File: src/rtl/fpu_tile_pkg.sv
// Shared constants and types for the FPU tile initiator.
// Holds the tile command encodings and the initiator FSM state type.
package fpu_tile_pkg;

  localparam int CSR_START_BIT = 15;
  localparam int CSR_SUB_BIT   = 4;

  localparam logic [15:0] CSR_CMD_ADD = 16'h8000;
  localparam logic [15:0] CSR_CMD_SUB = 16'h8010;

  localparam logic [31:0] FP_QNAN = 32'h7FC00000;

  typedef enum logic [1:0] {
    IDLE,
    WAIT_ACK,
    WAIT_DONE,
    RESP
  } init_state_e;

  function automatic logic [15:0] cmd_word(input logic sub);
    return sub ? CSR_CMD_SUB : CSR_CMD_ADD;
  endfunction

endpackage

File: src/rtl/fpu_tile_initiator_if.sv
// Request/response and tile CSR/data bundle for the FPU tile initiator.
// The master modport is the initiator's view; slave is the host+tile environment.
interface fpu_tile_initiator_if #(
  parameter int CSR_IN_WIDTH  = 16,
  parameter int CSR_OUT_WIDTH = 16,
  parameter int REG_WIDTH     = 32
) ();

  logic                     req_valid;
  logic                     req_ready;
  logic                     req_sub;
  logic [REG_WIDTH-1:0]     req_a;
  logic [REG_WIDTH-1:0]     req_b;
  logic                     rsp_valid;
  logic                     rsp_ready;
  logic [REG_WIDTH-1:0]     rsp_c;
  logic [CSR_OUT_WIDTH-1:0] rsp_status;
  logic                     rsp_timeout;
  logic                     err_spurious;
  logic [CSR_IN_WIDTH-1:0]  csr_in;
  logic                     csr_in_re;
  logic [REG_WIDTH-1:0]     data_reg_a;
  logic [REG_WIDTH-1:0]     data_reg_b;
  logic [CSR_OUT_WIDTH-1:0] csr_out;
  logic                     csr_out_we;
  logic [REG_WIDTH-1:0]     data_reg_c;

  modport master (
    input  req_valid, req_sub, req_a, req_b, rsp_ready,
    input  csr_in_re, csr_out, csr_out_we, data_reg_c,
    output req_ready, rsp_valid, rsp_c, rsp_status, rsp_timeout, err_spurious,
    output csr_in, data_reg_a, data_reg_b
  );

  modport slave (
    output req_valid, req_sub, req_a, req_b, rsp_ready,
    output csr_in_re, csr_out, csr_out_we, data_reg_c,
    input  req_ready, rsp_valid, rsp_c, rsp_status, rsp_timeout, err_spurious,
    input  csr_in, data_reg_a, data_reg_b
  );

endinterface

File: src/rtl/fpu_tile_watchdog.sv
// Wait-state cycle counter for the FPU tile initiator (used with FPU_INIT_TIMEOUT_EN).
// expired_o fires during the TIMEOUT_CYCLES-th consecutive running cycle after clear.
module fpu_tile_watchdog #(
  parameter int unsigned TIMEOUT_CYCLES = 256
) (
  input  logic clk,
  input  logic arst_n,
  input  logic clear_i,
  input  logic run_i,
  output logic expired_o
);

  localparam int CW = $clog2(TIMEOUT_CYCLES + 1);
  localparam logic [CW-1:0] LAST = CW'(TIMEOUT_CYCLES - 1);

  logic [CW-1:0] cnt_q, cnt_d;

  // Saturates at LAST so a stalled FSM cannot wrap the counter.
  always_comb begin
    cnt_d = cnt_q;
    if (clear_i) begin
      cnt_d = '0;
    end else if (run_i && (cnt_q != LAST)) begin
      cnt_d = cnt_q + 1'b1;
    end
  end

  always_ff @(posedge clk or negedge arst_n) begin
    if (!arst_n) begin
      cnt_q <= '0;
    end else begin
      cnt_q <= cnt_d;
    end
  end

  assign expired_o = run_i && (cnt_q == LAST);

endmodule

File: src/rtl/fpu_tile_initiator.sv
// Host-side initiator for one FPU ip_tile: issues one add/sub at a time over CSR/data regs.
// Optional watchdog enabled by defining FPU_INIT_TIMEOUT_EN.
module fpu_tile_initiator
  import fpu_tile_pkg::*;
#(
  parameter int CSR_IN_WIDTH   = 16,
  parameter int CSR_OUT_WIDTH  = 16,
  parameter int REG_WIDTH      = 32,
  parameter int TIMEOUT_CYCLES = 256
) (
  input logic                 clk,
  input logic                 arst_n,
  fpu_tile_initiator_if.master bus
);

  init_state_e              state_q, state_d;
  logic                     req_ready_q, req_ready_d;
  logic                     rsp_valid_q, rsp_valid_d;
  logic                     timeout_q, timeout_d;
  logic                     err_q, err_d;
  logic [CSR_IN_WIDTH-1:0]  csr_in_q, csr_in_d;
  logic [REG_WIDTH-1:0]     a_q, a_d;
  logic [REG_WIDTH-1:0]     b_q, b_d;
  logic [REG_WIDTH-1:0]     c_q, c_d;
  logic [CSR_OUT_WIDTH-1:0] status_q, status_d;
  logic                     accept;
  logic                     wd_expired;

  assign accept = (state_q == IDLE) && bus.req_valid && req_ready_q;

`ifdef FPU_INIT_TIMEOUT_EN
  fpu_tile_watchdog #(
    .TIMEOUT_CYCLES(TIMEOUT_CYCLES)
  ) u_wdog (
    .clk      (clk),
    .arst_n   (arst_n),
    .clear_i  (accept),
    .run_i    ((state_q == WAIT_ACK) || (state_q == WAIT_DONE)),
    .expired_o(wd_expired)
  );
`else
  assign wd_expired = 1'b0;
`endif

  always_comb begin
    state_d     = state_q;
    req_ready_d = req_ready_q;
    rsp_valid_d = rsp_valid_q;
    timeout_d   = timeout_q;
    err_d       = err_q;
    csr_in_d    = csr_in_q;
    a_d         = a_q;
    b_d         = b_q;
    c_d         = c_q;
    status_d    = status_q;
    case (state_q)
      IDLE: begin
        if (bus.csr_out_we) err_d = 1'b1;
        if (accept) begin
          a_d         = bus.req_a;
          b_d         = bus.req_b;
          csr_in_d    = CSR_IN_WIDTH'(cmd_word(bus.req_sub));
          req_ready_d = 1'b0;
          timeout_d   = 1'b0;
          state_d     = WAIT_ACK;
        end
      end
      WAIT_ACK: begin
        if (bus.csr_in_re) begin
          csr_in_d = '0;
          if (bus.csr_out_we) begin
            c_d         = bus.data_reg_c;
            status_d    = bus.csr_out;
            rsp_valid_d = 1'b1;
            state_d     = RESP;
          end else begin
            state_d = WAIT_DONE;
          end
        end else if (wd_expired) begin
          csr_in_d    = '0;
          c_d         = REG_WIDTH'(FP_QNAN);
          status_d    = '0;
          timeout_d   = 1'b1;
          rsp_valid_d = 1'b1;
          state_d     = RESP;
        end
      end
      WAIT_DONE: begin
        // A real completion in the expiry cycle still wins over the watchdog.
        if (bus.csr_out_we) begin
          c_d         = bus.data_reg_c;
          status_d    = bus.csr_out;
          rsp_valid_d = 1'b1;
          state_d     = RESP;
        end else if (wd_expired) begin
          csr_in_d    = '0;
          c_d         = REG_WIDTH'(FP_QNAN);
          status_d    = '0;
          timeout_d   = 1'b1;
          rsp_valid_d = 1'b1;
          state_d     = RESP;
        end
      end
      RESP: begin
        if (bus.csr_out_we) err_d = 1'b1;
        if (bus.rsp_ready) begin
          rsp_valid_d = 1'b0;
          req_ready_d = 1'b1;
          state_d     = IDLE;
        end
      end
      default: begin
        state_d = IDLE;
      end
    endcase
  end

  always_ff @(posedge clk or negedge arst_n) begin
    if (!arst_n) begin
      state_q     <= IDLE;
      req_ready_q <= 1'b1;
      rsp_valid_q <= 1'b0;
      timeout_q   <= 1'b0;
      err_q       <= 1'b0;
      csr_in_q    <= '0;
      a_q         <= '0;
      b_q         <= '0;
      c_q         <= '0;
      status_q    <= '0;
    end else begin
      state_q     <= state_d;
      req_ready_q <= req_ready_d;
      rsp_valid_q <= rsp_valid_d;
      timeout_q   <= timeout_d;
      err_q       <= err_d;
      csr_in_q    <= csr_in_d;
      a_q         <= a_d;
      b_q         <= b_d;
      c_q         <= c_d;
      status_q    <= status_d;
    end
  end

  assign bus.req_ready    = req_ready_q;
  assign bus.rsp_valid    = rsp_valid_q;
  assign bus.rsp_c        = c_q;
  assign bus.rsp_status   = status_q;
  assign bus.rsp_timeout  = timeout_q;
  assign bus.err_spurious = err_q;
  assign bus.csr_in       = csr_in_q;
  assign bus.data_reg_a   = a_q;
  assign bus.data_reg_b   = b_q;

endmodule

File: src/flat_wrapper.sv
// flat-port wrapper written by rule: the top's interface ports become plain ports
module fpu_tile_initiator_flat import fpu_tile_pkg::*;
#(
  parameter int CSR_IN_WIDTH   = 16,
  parameter int CSR_OUT_WIDTH  = 16,
  parameter int REG_WIDTH      = 32,
  parameter int TIMEOUT_CYCLES = 256
)
  (clk, arst_n, bus_req_valid, bus_req_sub, bus_req_a, bus_req_b, bus_rsp_ready, bus_csr_in_re, bus_csr_out, bus_csr_out_we, bus_data_reg_c, bus_req_ready, bus_rsp_valid, bus_rsp_c, bus_rsp_status, bus_rsp_timeout, bus_err_spurious, bus_csr_in, bus_data_reg_a, bus_data_reg_b);
  fpu_tile_initiator_if #(.CSR_IN_WIDTH(CSR_IN_WIDTH), .CSR_OUT_WIDTH(CSR_OUT_WIDTH), .REG_WIDTH(REG_WIDTH)) bus_i ();
  input logic clk;
  input logic arst_n;
  input wire logic [$bits(bus_i.req_valid)-1:0] bus_req_valid;
  input wire logic [$bits(bus_i.req_sub)-1:0] bus_req_sub;
  input wire logic [$bits(bus_i.req_a)-1:0] bus_req_a;
  input wire logic [$bits(bus_i.req_b)-1:0] bus_req_b;
  input wire logic [$bits(bus_i.rsp_ready)-1:0] bus_rsp_ready;
  input wire logic [$bits(bus_i.csr_in_re)-1:0] bus_csr_in_re;
  input wire logic [$bits(bus_i.csr_out)-1:0] bus_csr_out;
  input wire logic [$bits(bus_i.csr_out_we)-1:0] bus_csr_out_we;
  input wire logic [$bits(bus_i.data_reg_c)-1:0] bus_data_reg_c;
  output wire logic [$bits(bus_i.req_ready)-1:0] bus_req_ready;
  output wire logic [$bits(bus_i.rsp_valid)-1:0] bus_rsp_valid;
  output wire logic [$bits(bus_i.rsp_c)-1:0] bus_rsp_c;
  output wire logic [$bits(bus_i.rsp_status)-1:0] bus_rsp_status;
  output wire logic [$bits(bus_i.rsp_timeout)-1:0] bus_rsp_timeout;
  output wire logic [$bits(bus_i.err_spurious)-1:0] bus_err_spurious;
  output wire logic [$bits(bus_i.csr_in)-1:0] bus_csr_in;
  output wire logic [$bits(bus_i.data_reg_a)-1:0] bus_data_reg_a;
  output wire logic [$bits(bus_i.data_reg_b)-1:0] bus_data_reg_b;
  assign bus_i.req_valid = bus_req_valid;
  assign bus_i.req_sub = bus_req_sub;
  assign bus_i.req_a = bus_req_a;
  assign bus_i.req_b = bus_req_b;
  assign bus_i.rsp_ready = bus_rsp_ready;
  assign bus_i.csr_in_re = bus_csr_in_re;
  assign bus_i.csr_out = bus_csr_out;
  assign bus_i.csr_out_we = bus_csr_out_we;
  assign bus_i.data_reg_c = bus_data_reg_c;
  assign bus_req_ready = bus_i.req_ready;
  assign bus_rsp_valid = bus_i.rsp_valid;
  assign bus_rsp_c = bus_i.rsp_c;
  assign bus_rsp_status = bus_i.rsp_status;
  assign bus_rsp_timeout = bus_i.rsp_timeout;
  assign bus_err_spurious = bus_i.err_spurious;
  assign bus_csr_in = bus_i.csr_in;
  assign bus_data_reg_a = bus_i.data_reg_a;
  assign bus_data_reg_b = bus_i.data_reg_b;
  fpu_tile_initiator #(.CSR_IN_WIDTH(CSR_IN_WIDTH), .CSR_OUT_WIDTH(CSR_OUT_WIDTH), .REG_WIDTH(REG_WIDTH), .TIMEOUT_CYCLES(TIMEOUT_CYCLES)) u_core (.clk(clk), .arst_n(arst_n), .bus(bus_i));
endmodule
File: config.mk
export PLATFORM = sky130hd
export DESIGN_NAME = fpu_tile_initiator_flat
export DESIGN_NICKNAME = d
export VERILOG_FILES = /design/src/rtl/fpu_tile_pkg.sv /design/src/rtl/fpu_tile_initiator_if.sv /design/src/rtl/fpu_tile_watchdog.sv /design/src/rtl/fpu_tile_initiator.sv /design/src/flat_wrapper.sv
export SDC_FILE = /design/constraint.sdc
export NUM_CORES = 1
export LEC_CHECK = 0
export ABC_AREA = 1
export CELL_PAD_IN_SITES_DETAIL_PLACEMENT = 0
export CELL_PAD_IN_SITES_GLOBAL_PLACEMENT = 1
export CORE_AREA = 5 5 139 141
export CTS_BUF_LIST = sky130_fd_sc_hd__clkbuf_16
export DETAILED_ROUTE_END_ITERATION = 10
export DIE_AREA = 0 0 144 146
export PLACE_DENSITY = 0.8
export SKIP_LAST_GASP = 1
export SYNTH_ARGS = -nofsm -noshare
export SYNTH_HDL_FRONTEND = slang
export SYNTH_HIERARCHICAL = 1
export SYNTH_SLANG_ARGS = --single-unit
File: constraint.sdc
create_clock -name clk -period 2 [get_ports clk]
set_input_delay 0.5 -clock clk [delete_from_list [all_inputs] [get_ports clk]]
set_output_delay 0.5 -clock clk [all_outputs]
set_load 0.01 [all_outputs]
==> Word level (Yosys, flattened, before mapping) <==
Cells that the tools add are included.
{ "totals": {"regBits": 133, "inputBits": 119, "out_inout_bits": 132, "elab_cells": 54} }
{ "op_classes": {"n_eq_ne": 7, "mux": 23, "n_reduce_logical": 15} }
{ "op_table": {"columns": ["cell", "count"], "rows": [
  ["16-bit two-way mux", 4],
  ["32-bit two-way mux", 2],
  ["16-bit case mux with 2 select lines", 2],
  ["32-bit case mux with 2 select lines", 1],
  ["3-bit AND reduction", 3],
  ["2-bit two-way mux", 4],
  ["2-bit case mux with 4 select lines", 1],
  ["1-bit two-way mux", 6],
  ["2-bit inequality test (second input constant)", 3],
  ["2-bit AND reduction", 3],
  ["2-bit nonzero test", 3],
  ["5-bit two-way mux", 1],
  ["2-bit == test (second input constant)", 2],
  ["4-bit AND reduction", 1],
  ["1-bit case mux with 3 select lines", 1],
  ["3-bit nonzero test", 1],
  ["2-bit by 1-bit == test with 1-bit output (second input constant)", 1],
  ["1-bit logical AND", 2],
  ["2-bit logical NOT", 1],
  ["2-bit by 1-bit inequality test with 1-bit output (second input constant)", 1],
  ["1-bit case mux with 2 select lines", 1],
  ["2-bit OR reduction", 1]
]} }

==> Longest topological paths before layout <==
{ "depth": {"word_depth": 5, "depth_mapped": 9, "mapped_depth_nobuf": 7} }

==> Worst setup path before layout <==
OpenSTA, ideal clock, no wires.
{ "synth_path": {"path_kind": "reg-to-reg", "startpoint": "register u_core.state_q[1]", "endpoint": "register u_core.c_q[10], in the netlist u_core/bus.rsp_c[10]", "setup_time_ns": 0.121, "arrival_time_ns": 1.289, "t_required_ns": 1.879, "path_slack_ns": 0.590, "stages_incl_launch_ff": 10, "path_buffers": 2, "period_less_slack_ns": 1.410, "path_cell_list": "dfrtp_1 > inv_1 > ha_1 > inv_2 > nand2_1 > nand3_2 > buf_6 > buf_6 > nand2_1 > o21ai_1"} }
{ "synth_via": {"elab_chain_len": 3, "word_cells_on_any_way": 6, "classes_between": "3 x eq/ne; 1 x mux; 2 x reduce/logical"} }
{ "synth_rtl": {"columns": ["item", "line_no", "rtl"], "rows": [
  ["start: declaration", "fpu_tile_initiator.sv:16", "init_state_e state_q, state_d;"],
  ["start signal: assignment", "fpu_tile_initiator.sv:131", "state_q <= state_d;"],
  ["2-bit by 1-bit == test with 1-bit output or 2-bit == test (tied branches)", "fpu_tile_initiator.sv:56", "case (state_q)"],
  ["2-bit inequality test (no line) or 2-bit nonzero test (tied branches)", null, null],
  ["2-bit AND reduction (no line)", null, null],
  ["end signal: assignment", "fpu_tile_initiator.sv:128", "c_q <= '0;"],
  ["end signal: assignment", "fpu_tile_initiator.sv:139", "c_q <= c_d;"],
  ["end: declaration", "fpu_tile_initiator.sv:24", "logic [REG_WIDTH-1:0] c_q, c_d;"]
]} }
Several ways; a longest one is shown, not always the timed one.
A chain may end at the register's enable or synchronous reset.

==> Final worst setup path <==
{ "layout_path": {"startpoint": "register u_core.a_q[9], in the netlist u_core/bus.data_reg_a[9]", "endpoint": "output bus_data_reg_a[9]"} }
{ "layout_lines": {"columns": ["item", "line_no", "rtl"], "rows": [
  ["start: declaration", "fpu_tile_initiator.sv:22", "logic [REG_WIDTH-1:0] a_q, a_d;"],
  ["start signal: assignment", "fpu_tile_initiator.sv:126", "a_q <= '0;"],
  ["start signal: assignment", "fpu_tile_initiator.sv:137", "a_q <= a_d;"],
  ["end: declaration", "flat_wrapper.sv:29", "output wire logic [$bits(bus_i.data_reg_a)-1:0] bus_data_reg_a;"]
]} }
No word-level cell between the ends.

==> reports/qor.yml <==
detailed_routing:
  wirelength_um: 13840
  postRouteAntennaNets: 0
  vias_per_cell: 3.968
  num_vias: 4071
  drc_errors: 0
  wl_per_cell_um: 13.49
  drt_iter0_drc: 118
  first_pass_iters: 6
synthesis:
  yosys_warnings: 6
  ys_types: 19
  synth_top_cell_area_share: 0.6010
  syn_inst: 547
  ys_seq_area_frac: 0.6063
  ys_ff_latch: 119
  syn_avg_cell_area_um2: 8.983
  synth_area_um2: 4913
  synth_top_area_cell: "dfrtp_1"
  synthTopCellsByArea: "dfrtp_1, nand2_1, inv_1"
setup_path:
  critPathLaunchType: "flop"
  crit_required_ns: 1.50
  r2r.worst_path.cells: 7
  cpMaxStageDelayCell: "clkdlybuf4s50_1"
  path_buf_inv: 1
  crit_path_max_fanout: 2
  crit_path_cell_trace: "clkdlybuf4s50_1"
  cp.arrival_ns: 1.38
  cp.depth: 1
  end_kind: "output pin"
  cp_top_family: "buffers and inverters"
  max_stage_delay_ns: 0.60
  criticalPathCategory: "reg2out"
clock_tree:
  clock-sinks: 119
  ctsHoldBuffers: 0
  post_cts_buffers: 0
  cts_resized: 1
  cts_made_buffers: 17
  cts_tree: "done"
  clockBufferDepth: 2
  cts-htree-levels: 4
  clock_latency_ns: 0.41
  cts_root_buf: "clkbuf_16"
  clk_pin_slew_worst_paths_ns: 0.06
die:
  pin_count: 251
  die-area_um2: 21020
  initial_core_util: 0.2754
  die_w_um: 144
  coreArea_um2: 17840
  die_h_um: 146
  rows: 49
timing:
  clock_skew_ns: 0.008004
  slew_violations: 0
  whs_ns: 0.01641
  grt_setup_unrepaired: "false"
  finalSetupViolations: 0
  final_hold_viol_count: 0
  finalSetupTns_ns: 0
  period_needed_ns: 1.878
  fmax_ghz: 0.5326
  period_share: 0.9389
placement:
  portBuffers: 235
  dp_hpwl_um: 10220
  gp_congestion: 0.7619
finish:
  area_delta_synth_final_pct: 65.14
  nets: 908
  diodes: 0
  layout-drive-gt1-share: 0.05395
pwr:
  powerDensity_nw_per_um2: 1486
  ir_worst_vdd_mv: 0.7680
  p_leak_nw: 4.014
worst_hold_path:
  hp-class: "in2async"
grt:
  grt_pass1_vias: 4005
  gr-total-overflow: 0
  antenna_found_initial: 0
  grt_pass1_wl_um: 21950
  grt_use_total: 0.1339
  grt_max_degree: 97
run:
  maxCapViolations: 0
status:
  outcome: "completed"
[metrics by stage]
stage / power, W / worst slack, ns / cell area [um2] / std cells / util
global route: 0.01293 / 0.04214 / 8114 / 1026 / 0.4548
CTS: 0.01228 / 0.08586 / 8114 / 1026 / 0.4548
floorplan: 0.006078 / 0.5901 / 4966 / 561 / -
detailed placement: 0.008882 / 0.2068 / 7481 / 994 / 0.4193
finish: 0.01205 / 0.1223 / 8114 / 1026 / 0.4548
global placement: 0.008804 / 0.2284 / 7481 / 994 / 0.4193
[synthesized netlist by cell type]
master / count
buf_2: 13
buf_4: 15
buf_6: 5
clkbuf_1: 6
conb_1: 1
dfrtp_1: 118
dfstp_2: 1
ha_1: 5
inv_1: 121
inv_2: 1
nand2_1: 131
nand2_2: 1
nand3_1: 5
nand3_2: 1
nand4_1: 1
nor2_1: 3
o21ai_0: 76
o21ai_1: 40
o21bai_1: 3
[registers in the layout, summed over array words and instances, names as in the netlist]
signal,count
u_core/bus.rsp_c,32
u_core/bus.err_spurious,1
u_core/bus.data_reg_a,32
u_core/bus.csr_in,2
u_core/bus.data_reg_b,32
u_core/bus.req_ready,1
u_core/state_q,2
u_core/bus.rsp_status,16
u_core/bus.rsp_valid,1
[path summary, 6_finish.rpt]
check	slack, ns	to	startpoint
max	0.12	bus_data_reg_a[9]	u_core/bus.data_reg_a[9]
min in group clk	0.48	u_core/bus.data_reg_a[0]	u_core/bus.data_reg_a[0]
max in group asynchronous	1.33	u_core/bus.rsp_c[6]	arst_n
max reg2reg	0.32	u_core/bus.rsp_c[20]	u_core/state_q[1]
min	0.02	u_core/bus.csr_in[15]	arst_n
min reg2reg	0.48	u_core/bus.data_reg_a[0]	u_core/bus.data_reg_a[0]
[placed cells by master (no fill, tap or decap), types with 2 or more instances in the layout]
master	count
inv_1	121
clkinvlp_4	2
o21ai_1	40
bufinv_16	5
o21bai_1	3
buf_12	5
o21ai_0	76
nand2_1	131
nand3_1	4
nor2_1	3
clkinv_1	3
dfrtp_1	118
clkbuf_16	17
buf_4	4
clkinv_4	2
clkdlybuf4s50_1	233
clkinv_2	3
ha_1	5
conb_1	15
[layer usage]
layer,vias up,GRT usage,wire [um]
li1,2104,-,-
met1,1812,0.1618,5657
met2,133,0.2162,6755
met3,22,0.04108,1058
met4,0,0.06309,370
met5,-,0,0
[area by class of cell]
type / instances / area, um2
tap: 229 / 286.5
multi-input combinational: 281 / 1285
timing repair buffer: 243 / 2471
clock buffer: 17 / 425.4
fill: 1768 / 9727
clock inverter: 15 / 209.0
sequential: 119 / 2979
inverter: 122 / 457.9
[power breakdown]
group | switching, W | internal (W) | total (W) | leakage, nW
logic | 0.00214 | 0.00257 | 0.00470 | 2.22
registers | 0.000568 | 0.00348 | 0.00405 | 1.49
clock network | 0.00111 | 0.00219 | 0.00330 | 0.305
total | 0.00381 | 0.00824 | 0.0121 | 4.01
[kinds of logic after synthesis]
group	share of synthesized area
AOI/OAI and AO/OA	0.1227
adders and majority gates	0.01273
buffers and inverters	0.1454
DFF	0.6063
other	0.0007632
and+or+nand+nor	0.1120
No activity file was read; power rests on OpenSTA's default activity.
